## config.mk

```make
export PLATFORM = sky130hd
export DESIGN_NAME = jt10_adpcmb_period
export DESIGN_NICKNAME = d
export VERILOG_FILES = /design/src/rtl/jt10_adpcmb_period.sv
export SDC_FILE = /design/constraint.sdc
export NUM_CORES = 1
export LEC_CHECK = 0
export BUFFER_PORTS_ARGS = -buffer_cell sky130_fd_sc_hd__clkbuf_2
export CAP_MARGIN = 10
export CORE_AREA = 2 2 85 87
export CTS_CLUSTER_SIZE = 24
export DETAILED_ROUTE_END_ITERATION = 8
export DIE_AREA = 0 0 87 89
export PLACE_DENSITY = 0.77
export SLEW_MARGIN = 20
export SYNTH_ARGS = -nofsm -noshare
export SYNTH_HDL_FRONTEND = slang
export SYNTH_SLANG_ARGS = --single-unit
export TNS_END_PERCENT = 10
```

## constraint.sdc

```tcl
create_clock -name clk -period 4.51 [get_ports clk]
set_input_delay 0.902 -clock clk [delete_from_list [all_inputs] [get_ports clk]]
set_output_delay 0.902 -clock clk [all_outputs]
set_load 0.01 [all_outputs]
```

## src/rtl/jt10_adpcmb_period.sv

```systemverilog
// ADPCM-B sample-period sequencer: runs NUMER/delta_n on an external divider and
// emits one tick per period. Optional rounding of the quotient via JT10_ADPCMB_ROUND_EN.
module jt10_adpcmb_period #(
   parameter int          dw    = 16,
   parameter logic [dw-1:0] NUMER = 16'hFFFF
) (
   input  logic          clk,
   input  logic          rst,
   input  logic          cen,
   input  logic [dw-1:0] delta_n,
   input  logic          dn_we,
   output logic          div_start,
   output logic [dw-1:0] div_a,
   output logic [dw-1:0] div_b,
   input  logic [dw-1:0] div_d,
   input  logic [dw-1:0] div_r,
   input  logic          div_busy,
   output logic [dw-1:0] period,
   output logic          period_vld,
   output logic          tick,
   output logic          busy
);

   typedef enum logic [1:0] {ST_IDLE, ST_START, ST_ARM, ST_WAIT} state_t;

   localparam logic [dw-1:0] ONE = {{(dw-1){1'b0}}, 1'b1};

   state_t        state_q, state_d;
   logic [dw-1:0] div_b_q, div_b_d;
   logic [dw-1:0] period_q, period_d;
   logic          vld_q, vld_d;
   logic [dw-1:0] cnt_q, cnt_d;
   logic          pend_q, pend_d;
   logic [dw-1:0] pend_dn_q, pend_dn_d;
   logic [dw-1:0] latch_val;

`ifdef JT10_ADPCMB_ROUND_EN
   // Round half-up against the divisor actually in flight; never wrap past all-ones.
   logic [dw:0] r_x2;
   logic        round_up;
   assign r_x2      = {div_r, 1'b0};
   assign round_up  = r_x2 >= {1'b0, div_b_q};
   assign latch_val = (round_up && (div_d != '1)) ? div_d + ONE : div_d;
`else
   logic unused_r;
   assign unused_r  = ^div_r;
   assign latch_val = div_d;
`endif

   always_comb begin
      state_d   = state_q;
      div_b_d   = div_b_q;
      period_d  = period_q;
      vld_d     = vld_q;
      cnt_d     = cnt_q;
      pend_d    = pend_q;
      pend_dn_d = pend_dn_q;
      tick      = 1'b0;
      if (cen) begin
         if (vld_q) begin
            if (cnt_q == period_q) begin
               tick  = 1'b1;
               cnt_d = '0;
            end else begin
               cnt_d = cnt_q + ONE;
            end
         end
         // Writes during a division are parked; only the newest survives.
         if (dn_we && state_q != ST_IDLE) begin
            pend_d    = 1'b1;
            pend_dn_d = delta_n;
         end
         case (state_q)
            ST_IDLE: begin
               if (dn_we) begin
                  if (delta_n != '0) begin
                     div_b_d = delta_n;
                     state_d = ST_START;
                  end else begin
                     vld_d = 1'b0;
                     cnt_d = '0;
                  end
               end
            end
            ST_START: state_d = ST_ARM;
            ST_ARM:   state_d = ST_WAIT;
            ST_WAIT: begin
               if (!div_busy) begin
                  period_d = latch_val;
                  vld_d    = 1'b1;
                  cnt_d    = '0;
                  state_d  = ST_IDLE;
                  if (pend_d) begin
                     if (pend_dn_d != '0) begin
                        div_b_d = pend_dn_d;
                        state_d = ST_START;
                     end else begin
                        vld_d = 1'b0;
                     end
                  end
                  pend_d = 1'b0;
               end
            end
            default: state_d = ST_IDLE;
         endcase
      end
   end

   always_ff @(posedge clk) begin
      if (rst) begin
         state_q   <= ST_IDLE;
         div_b_q   <= '0;
         period_q  <= '0;
         vld_q     <= 1'b0;
         cnt_q     <= '0;
         pend_q    <= 1'b0;
         pend_dn_q <= '0;
      end else begin
         state_q   <= state_d;
         div_b_q   <= div_b_d;
         period_q  <= period_d;
         vld_q     <= vld_d;
         cnt_q     <= cnt_d;
         pend_q    <= pend_d;
         pend_dn_q <= pend_dn_d;
      end
   end

   assign div_start  = (state_q == ST_START);
   assign div_a      = NUMER;
   assign div_b      = div_b_q;
   assign period     = period_q;
   assign period_vld = vld_q;
   assign busy       = (state_q != ST_IDLE);

endmodule
```

# Yosys cells after proc, flatten, opt, wreduce, memory -nomap -nowiden
# Index checks and enable logic that the tools add are counted.
# classes
add_sub_neg,1
eq_ne,10
n_mux,33
bitwise,1
reduce_logical,10
# op_table
operator,n
$mux 16,12
$pmux 16 s2,2
$reduce_bool 16->1,2
$add 16x1->16 const B,1
$eq 16x16->1,1
$mux 1,14
$ne 2x2->1 const B,6
$pmux 2 s4,1
$reduce_and 7->1,1
$mux 2,3
$reduce_and 5->1,1
$eq 2x2->1 const B,2
$reduce_and 4->1,1
$reduce_bool 2->1,2
$reduce_and 3->1,1
$eq 2x1->1 const B,1
$logic_not 2->1,1
$pmux 1 s2,1
$logic_and 1x1->1,1
$not 1->1,1
# totals
register_bits,68
inputBits,53
output_inout_bits,52
elab_cells,62

# Depth between registers and ports, before layout
# logic_depth
ltp_word,9
ltp_mapped,9
mapped_depth_nobuf,8

# Worst setup path after synthesis
# OpenSTA, ideal clock, no wires.
# synth_timing
path_type,input -> register
start,input delta_n[3]
end,register cnt_q[5]
arrival_time_ps,2202
t_required_ps,4395
slack_ps,2193
cell_stages,7
path_cell_list,nor4_1 -> nand4_1 -> a211oi_1 -> a21oi_1 -> o21bai_2 -> buf_4 -> nor2_1
# synth_between
elab_chain_cells,4
# synth_rtl
item,line_no,source
start: declaration,10,"input logic [dw-1:0] delta_n,"
$reduce_bool 16->1,76,if (delta_n != '0) begin
$mux 16,76,
$mux 16,75,if (dn_we) begin
$pmux 16 s2,73,case (state_q)
end signal: assignment,123,cnt_q <= cnt_d;
end: declaration,32,"logic [dw-1:0] cnt_q, cnt_d;"
# Every way passes these cells.
# A chain may end at the register's enable or synchronous reset.

# Worst setup path in the final report
# layout_timing
start,register cnt_q[3]
end,output tick
# layout_between
elab_chain_cells,4
# layout_rtl
item,line_no,source
$eq 16x16->1,61,if (cnt_q == period_q) begin
$mux 1,61,
$mux 1,60,if (vld_q) begin
$mux 1,59,if (cen) begin
end: declaration,20,"output logic tick,"
# Every way passes these cells.

==> out/results.txt <==
Hold Buf Count CTS - 0
Most common cell after layout, fill and taps aside - nand2_1
Crit path max fanout - 6
Slew HR - 0.486
Placer Congestion - 0.836
Most frequent cells in the layout - 92 x nand2_1, 72 x clkbuf_2, 68 x dfxtp_1
Clk_skew - 0.00708 ns
Crit path time final - 3.04 ns
Total Power - 1.36 mW
F_max - 328 MHz
Pwr per Cell Area - 351 nW/um^2
Initial core utilization - 0.497
Clk pwr share - 0.385
Diode count - 0
CTS resizes - 0
WS Path Type - reg -> out
Post-DR vias/cell - 5.34
DRC - 0
Internal - 0.983 mW
GR Overflow Total - 0
Sw Share - 0.276
Antenna-violating nets left - 0
Netlist Area Pre-Place - 3340 um^2
P_leak - 1.52 nW
HPWL Detailed - 5.53 mm
Worst setup SP type - flip-flop
Sequential power share - 0.471
Synth warn - 0
Worst Max-Slew Pin Slew - 0.770 ns
Die area - 7740 um^2
Worst setup margin - 1.47 ns
Num Clock Sinks - 68
Final wirelength - 7.67 mm
Total GRT Usage - 0.202
Row cnt - 30
Vias in the first global route - 2624
Final Cycle Share - 0.675
Clk root buf - clkbuf_8
Top_reg_cell synth - dfxtp_1
VDD IR max - 0.225 mV
Status - finished clean
Slowest CP cell - nor4_1
Num ports - 105
Largest net degree at the start of global routing - 33
Final Core Density - 0.576
Clock transition at the registers of the reported paths - 0.07 ns
Max Root-Sink Buffers - 2
TritonCTS clock tree - done
Vias - 2993
EDFF count, synth - 0
Die height - 89 um
Die W - 87 um
Crit-path cells - xnor2_1 -> nand4_1 -> nor4_1 -> and3_1 -> clkbuf_2
RSZ-0062 raised after global routing - no
CTS buffer count - 9
Mapped Cells - 411
Worst path required time - 3.61 ns
Hold Crit Class - reg -> reg
Synth cell types - 38
DR iter-0 viols - 196
Avg Cell Area, Syn - 8.12 um^2
Layout cells sized above 1 - 0.235
WP buf/inv - 1
Combinational share of power - 0.143
Switch Pwr - 0.376 mW
PortBufs - 72
CP max stage delay - 0.63 ns
Core ar. - 6720 um^2
Fin. max-slew vios - 0
Post-synthesis sequential area ratio - 0.408
Data arrival time of the worst path - 2.14 ns
Area grow syn2layout - 16.0%
Post-CTS Setup Bufs - 0
CP endpoint kind - output pin
CP delay by family, top - simple AND/OR/NAND/NOR gates
Post-Place Setup Slack - 1.46 ns
H-tree levels - 3
Async SR Flop Fraction - 0
Initial antenna violation count - 0
Clk_lat worst skew - 0.35 ns
Final setup fails - 0
Setup tns final - 0 ns
Finished Layout Cells - 560
Synth Register Bits - 68
Avg WL per Cell - 13.7 um
Detailed Routing Iterations Pass 1 - 4
First-pass GRT wire length - 12.3 mm
Final hold vios - 0
Nets - 532
Inst Count DP - 544
Max-cap violation count - 0
[power groups by stage]
| stage | combinational, mW | sequential [mW] | clock [mW] |
|---|---|---|---|
| after floorplan | 0.140 | 0.661 | 0 |
| after global placement | 0.191 | 0.654 | 0 |
| after detailed placement | 0.194 | 0.655 | 0 |
| after CTS | 0.195 | 0.641 | 0.533 |
| after global routing | 0.215 | 0.644 | 0.559 |
| final | 0.195 | 0.641 | 0.524 |
[logic make-up (layout without fill, tap and decap cells)]
kind of cell             Yosys count  after routing  synth area share
AND/OR/NAND/NOR                  193            193             0.254
AO/OA/AOI/OAI                     71             71             0.166
flip-flops                        68             68             0.408
buffers and inverters             44             98            0.0757
XOR/XNOR                          26             26            0.0682
adder cells (fa/ha/maj)            4              4            0.0150
multiplexers                       4              4            0.0120
other                              1             16           0.00112
[metal layers]
layer  part of all wire  track usage
met5                  0            0
met4              0.014       0.0952
met3              0.054       0.0388
met2               0.50        0.333
met1               0.43        0.256
[flip-flops by register name (all words and copies together), names as in the netlist]
name	count
cnt_q	16
pend_dn_q	16
state_q	2
div_b	16
period_vld	1
pend_q	1
period	16
[Yosys cell counts, types with 8 or more instances]
cell | n | share of area
a311oi_2 | 14 | 0.063
dfxtp_1 | 68 | 0.41
a21oi_1 | 40 | 0.060
nor4_1 | 9 | 0.017
buf_4 | 18 | 0.040
nand4_1 | 11 | 0.021
clkbuf_1 | 12 | 0.013
xor2_1 | 8 | 0.021
nor2_1 | 42 | 0.047
xnor2_1 | 18 | 0.047
nand3_1 | 25 | 0.037
nand2_1 | 92 | 0.10
[cell type report]
class	count	area [um^2]
multi-input cells	314	1790
inverters	7	26.3
repair buffers	75	383
well taps	80	100
clock inverters	5	60.1
fillers	612	2850
clock buffers	11	151
flip-flops and latches	68	1360
[per-stage QoR]
stage                     hold WS (ns)  instance area, um^2
after floorplan                  0.449                 3390
after global placement           0.459                 3650
after detailed placement         0.469                 3650
after CTS                        0.480                 3860
after global routing             0.505                 3870
final                            0.480                 3870
[worst min-delay path, delay by kind of cell (launching register included)]
| family | cells | cell delay (ns) |
|---|---|---|
| AO/OA/AOI/OAI | 1 | 0.05 |
| flip-flops | 1 | 0.33 |
| AND/OR/NAND/NOR | 1 | 0.06 |
[worst paths after layout]
check | cells past startpoint | end | from | slack (ns)
max reg2reg | 9 | div_b[12] | state_q[1] | 1.71
max | 5 | tick | cnt_q[3] | 1.47
min | 2 | pend_dn_q[9] | pend_dn_q[9] | 0.48
min reg2reg | 2 | pend_dn_q[9] | pend_dn_q[9] | 0.48
Note: power is estimated with default switching activity, not from simulation.
